$ cat config.mk
export PLATFORM = sky130hd
export DESIGN_NAME = mult_iter_dp
export DESIGN_NICKNAME = d
export VERILOG_FILES = /design/src/rtl/mult_iter_dp.sv
export SDC_FILE = /design/constraint.sdc
export NUM_CORES = 2
export LEC_CHECK = 0
export BUFFER_PORTS_ARGS = -buffer_cell sky130_fd_sc_hd__buf_2
export CAP_MARGIN = 20
export CORE_MARGIN = 5
export CORE_UTILIZATION = 39
export DETAILED_ROUTE_END_ITERATION = 12
export PLACE_DENSITY = 0.66
export SETUP_SLACK_MARGIN = 0.3
export SYNTH_ARGS = -nofsm -noshare
export SYNTH_HDL_FRONTEND = slang
export SYNTH_SLANG_ARGS = --single-unit
$ cat constraint.sdc
create_clock -name clk -period 5.4 [get_ports clk]
set_clock_uncertainty 0.2 [all_clocks]
set_input_delay 0.54 -clock clk [delete_from_list [all_inputs] [get_ports clk]]
set_output_delay 0.54 -clock clk [all_outputs]
set_load 0.02 [all_outputs]
$ cat src/rtl/mult_iter_dp.sv
// Iterative unsigned mantissa multiplier: R multiplier bits per cycle into a
// carry-save accumulator, one final CPA, then normalise and round (RNE/RTZ/RU).

module mult_pp_row #(
    parameter int PW = 49,
    parameter int SH = 0
) (
    input  logic [PW-1:0] mc,
    input  logic          sel,
    output logic [PW-1:0] pp
);
    assign pp = sel ? (mc << SH) : '0;
endmodule

module mult_iter_dp #(
    parameter int W = 24,
    parameter int R = 8
) (
    input  logic           clk,
    input  logic           reset_l,
    input  logic           fpuhold,
    input  logic           flush,
    input  logic           start,
    input  logic [W-1:0]   mcand,
    input  logic [W-1:0]   mplier,
    input  logic [1:0]     rnd_mode,
    output logic           busy,
    output logic           done,
    output logic [W-1:0]   mant,
    output logic [2*W-1:0] prod,
    output logic           movf,
    output logic           inexact,
    output logic           rnd_ovf
);
    localparam int ITER = (W + R - 1) / R;
    localparam int CW   = (ITER > 1) ? $clog2(ITER) : 1;
    localparam int PW   = 2 * W + 1;

    typedef enum logic [1:0] {S_IDLE, S_ACC, S_FIN} state_t;

    state_t        state;
    logic [CW-1:0] cnt;
    logic [PW-1:0] mc_sh;
    logic [W-1:0]  mpl_sh;
    logic [1:0]    rm_q;
    logic [PW-1:0] sum_q, carry_q;

    assign busy = (state != S_IDLE);

    // mc_sh/mpl_sh step by R each ACC cycle, so row j always sees bit cnt*R+j
    // at weight cnt*R+j; bits past W shift in as zero.
    logic [R-1:0][PW-1:0] pp;
    for (genvar j = 0; j < R; j++) begin : g_row
        mult_pp_row #(.PW(PW), .SH(j)) u_row (
            .mc  (mc_sh),
            .sel (mpl_sh[j]),
            .pp  (pp[j])
        );
    end

    logic [PW-1:0] cs_s, cs_c, cs_t;
    always_comb begin
        cs_s = sum_q;
        cs_c = carry_q;
        cs_t = '0;
        for (int j = 0; j < R; j++) begin
            cs_t = cs_s ^ cs_c ^ pp[j];
            cs_c = ((cs_s & cs_c) | (cs_s & pp[j]) | (cs_c & pp[j])) << 1;
            cs_s = cs_t;
        end
    end

    // Product always fits in 2W bits; the extra carry-save bit is dropped here.
    logic [2*W-1:0] p;
    assign p = (2*W)'(sum_q + carry_q);

    logic [W-1:0] m;
    logic         g, s, inc;
    logic [W:0]   m_inc;
    always_comb begin
        if (p[2*W-1]) begin
            m = p[2*W-1:W];
            g = p[W-1];
            s = |p[W-2:0];
        end else begin
            m = p[2*W-2:W-1];
            g = p[W-2];
            s = |p[W-3:0];
        end
        case (rm_q)
            2'b00:   inc = g & (s | m[0]);
            2'b10:   inc = g | s;
            default: inc = 1'b0;
        endcase
        m_inc = {1'b0, m} + (W+1)'(inc);
    end

    always_ff @(posedge clk or negedge reset_l) begin
        if (!reset_l) begin
            state   <= S_IDLE;
            cnt     <= '0;
            mc_sh   <= '0;
            mpl_sh  <= '0;
            rm_q    <= '0;
            sum_q   <= '0;
            carry_q <= '0;
            done    <= 1'b0;
            mant    <= '0;
            prod    <= '0;
            movf    <= 1'b0;
            inexact <= 1'b0;
            rnd_ovf <= 1'b0;
        end else if (flush) begin
            state <= S_IDLE;
            cnt   <= '0;
            done  <= 1'b0;
        end else if (!fpuhold) begin
            done <= 1'b0;
            case (state)
                S_IDLE: if (start) begin
                    mc_sh   <= PW'(mcand);
                    mpl_sh  <= mplier;
                    rm_q    <= rnd_mode;
                    sum_q   <= '0;
                    carry_q <= '0;
                    cnt     <= '0;
                    state   <= S_ACC;
                end
                S_ACC: begin
                    sum_q   <= cs_s;
                    carry_q <= cs_c;
                    mc_sh   <= mc_sh << R;
                    mpl_sh  <= mpl_sh >> R;
                    cnt     <= cnt + 1'b1;
                    if (cnt == CW'(ITER - 1)) state <= S_FIN;
                end
                S_FIN: begin
                    prod    <= p;
                    movf    <= p[2*W-1];
                    inexact <= g | s;
                    rnd_ovf <= m_inc[W];
                    mant    <= m_inc[W] ? (W'(1) << (W - 1)) : m_inc[W-1:0];
                    done    <= 1'b1;
                    state   <= S_IDLE;
                end
                default: state <= S_IDLE;
            endcase
        end
    end
endmodule
==> impl_results.md <==
* First-pass GRT wire length at 107000 um
* Synth unique cells at 78
* Site Rows at 88
* Final TNS setup at -0.03036 ns
* Synth warn at 0
* Die height at 252.1 um
* Top cell family by delay on the critical path: adder cells
* Most frequent cells in the layout: nand2_1 (662), fa_1 (255), dfrtp_1 (237)
* DRC Markers at 0
* P per Cell Area at 406.7 nW/um2
* Final setup fails at 2
* Placed cell areas at 25160 um2
* Period minus WS final at 5.417 ns
* Crit path required time at 5.64 ns
* Syn avg cell area at 9.133 um2
* Worst Path Buf+Inv at 3
* Worst rel slew slack at 0.3098
* Inserted Clock Buffers at 29
* Yosys reg bits at 241
* Mapped Cells at 2503
* Ys async rst share at 1.000
* Dpl cells at 3381
* Chip width at 252.1 um
* Via density at 5.328
* Outcome: finished with violations
* CTS tree: done
* Worst setup slack after layout at -0.01685 ns
* Nets at 3154
* Per-cell routed wire length at 18.60 um
* Ys flop type: dfrtp_1
* CTS Buffer Depth at 3
* CP max stage cell: fa_2
* Area grow syn2layout at 19.83%
* Post-synth EDFFs at 0
* GRT Total Usage at 0.2060
* Core ar. at 57920 um2
* Critical path launch point type: register
* Filler instances at 5422
* Clock Sinks at 241
* IO buf count at 131
* Endpoints failing hold at 0
* Layout cells sized above 1 at 0.2168
* Antenna violations before repair at 2
* GP Congestion at 0.9232
* Critical Path Fanout Max at 15
* Pins over their slew limit at 0
* Root buf cell: clkbuf_16
* DP HPWL at 49200 um
* Starting DRT DRC Count at 1097
* Setup CP Type: reg -> reg
* Maximum vdd drop at 0.3289 mV
* Slowest Stage Delay on Critical Path at 0.57 ns
* Via count at 18630
* Leak at 0.01147 uW
* Worst Hold Class: in -> reg
* Period utilisation layout at 1.003
* Initial Util at 0.3947
* Pre-antenna DRT Iters at 5
* Final ANT Viol Nets at 0
* Worst slew pin tran at 1.031 ns
* Worst setup EP type: register
* Max frequency at 184.6 MHz
* Worst skew pair latency at 0.60 ns
* Die area at 63560 um2
* Synthesized area at 22860 um2
* I/O Pins at 132
* Clock slew at reported path FFs at 0.06 ns
* Largest net degree at the start of global routing at 143
* Critical path arrival at 5.65 ns
* Sequential share of the synthesized area at 0.2638
* Total routed wirelength at 65050 um
* Failing checks: setup timing
* RSZ-0062 raised after global routing: yes
* H-tree depth at 1
* Vias in the first global route at 19580
* Max Cap Viol at 0
* Commonest non-fill, non-tap cell in the layout: nand2_1
* Post-Syn Nets at 2949
* Global route total overflow at 0
* Cell area after layout at 27390 um2
* Final Non-Filler Cells at 3497
* Critical Path, Cell by Cell: buf_12 -> and2_4 -> fa_1 -> inv_1 -> fa_1 -> fa_1 -> fa_2 -> fa_2 -> fa_1 -> inv_1 -> fa_2 -> fa_2 -> nand2_2 -> o21ai_0
* Post-layout util at 0.4730
repair_timing:
action / in CTS / in global routing
endpoints found under the hold margin: 66 / 0
pin swaps: 44 / 36
resized for setup: 106 / 81
endpoints found under the setup margin: 83 / 101
hold buffers: 20 / 0
gates cloned: 2 / 0
buffers inserted: 26 / 11
metrics by stage:
| stage | power [uW] | hold WS, ns | setup WS [ns] |
|---|---|---|---|
| 2_1_floorplan | 6502 | 0.04441 | -0.07387 |
| 3_3_place_gp | 8228 | 0.2543 | 0.02021 |
| 3_5_place_dp | 8492 | 0.2618 | -0.05655 |
| 4_1_cts | 10990 | 0.01613 | -0.002359 |
| 5_1_grt | 12180 | 0.03826 | -0.1284 |
| 6_report | 11140 | 0.04032 | -0.01685 |
final timing paths:
kind	end	depth (start not counted)	startpoint	slack, ns
worst max-delay path	sum_q[28]	14	mpl_sh[0]	-0.02
worst min-delay path	mpl_sh[13]	3	mplier[13]	0.04
worst max register to register	sum_q[28]	14	mpl_sh[0]	-0.02
worst min register to register	prod[19]	2	prod[19]	0.27
max in group asynchronous	mant[7]	3	reset_l	3.55
min in group asynchronous	mpl_sh[17]	2	reset_l	0.23
registers in the layout, indices dropped and copies added, names as in the netlist, 24 cells and up:
| signal | cells |
|---|---|
| mc_sh | 48 |
| prod | 48 |
| sum_q | 48 |
| carry_q | 40 |
| mant | 24 |
| mpl_sh | 24 |
area by class of cell:
| cell class | instances | area (um2) | area share |
|---|---|---|---|
| clock buffers | 32 | 737.0 | 0.02690 |
| well taps | 765 | 957.2 | 0.03494 |
| clock inverters | 22 | 279.0 | 0.01019 |
| repair buffers | 353 | 2526 | 0.09222 |
| multi-input cells | 1900 | 16170 | 0.5902 |
| inverters | 183 | 686.9 | 0.02508 |
| flip-flops and latches | 241 | 6036 | 0.2203 |
| diodes | 1 | 2.502 | 0.00009135 |
synth_stat cells, drive strengths merged (30+ instances only):
cell type	count	area, um2
and2	127	794.5
buf	42	221.5
nand2	675	2534
a21oi	56	314.0
mux2i	38	380.4
nand3	30	150.1
fa	341	6827
o21ai	208	1049
xnor2	41	359.1
dfrtp	241	6031
nor2	52	195.2
ha	50	625.6
inv	183	686.9
clkbuf	138	518.0
cells by family (layout without fill, tap and decap cells):
logic type / count (synthesis) / after routing / share of synthesized area
AOI/OAI and AO/OA: 423 / 424 / 0.1156
xor gates and xnor gates: 61 / 61 / 0.02397
adders and majority gates: 391 / 391 / 0.3260
buffers and inverters: 363 / 590 / 0.06240
DFF: 241 / 241 / 0.2638
muxes: 46 / 46 / 0.02058
other: 0 / 1 / 0
and+or+nand+nor: 978 / 978 / 0.1876
tightest hold or removal path, stage by stage:
cell and delay (ns):
buf_2 0.08, mux2i_1 0.05, o21ai_0 0.13
routing by layer:
metal,share of wire,vias up,track usage
met5,0.00028,-,0
met4,0.033,2,0.06483
met3,0.067,143,0.03879
met2,0.47,628,0.3346
met1,0.43,9376,0.2822
li1,-,8483,-
report_power, final:
part	switching, uW	internal, uW
Clock	868	1240
Sequential	310	2050
Combinational	3690	2990
(Power assumes the default switching activity.)
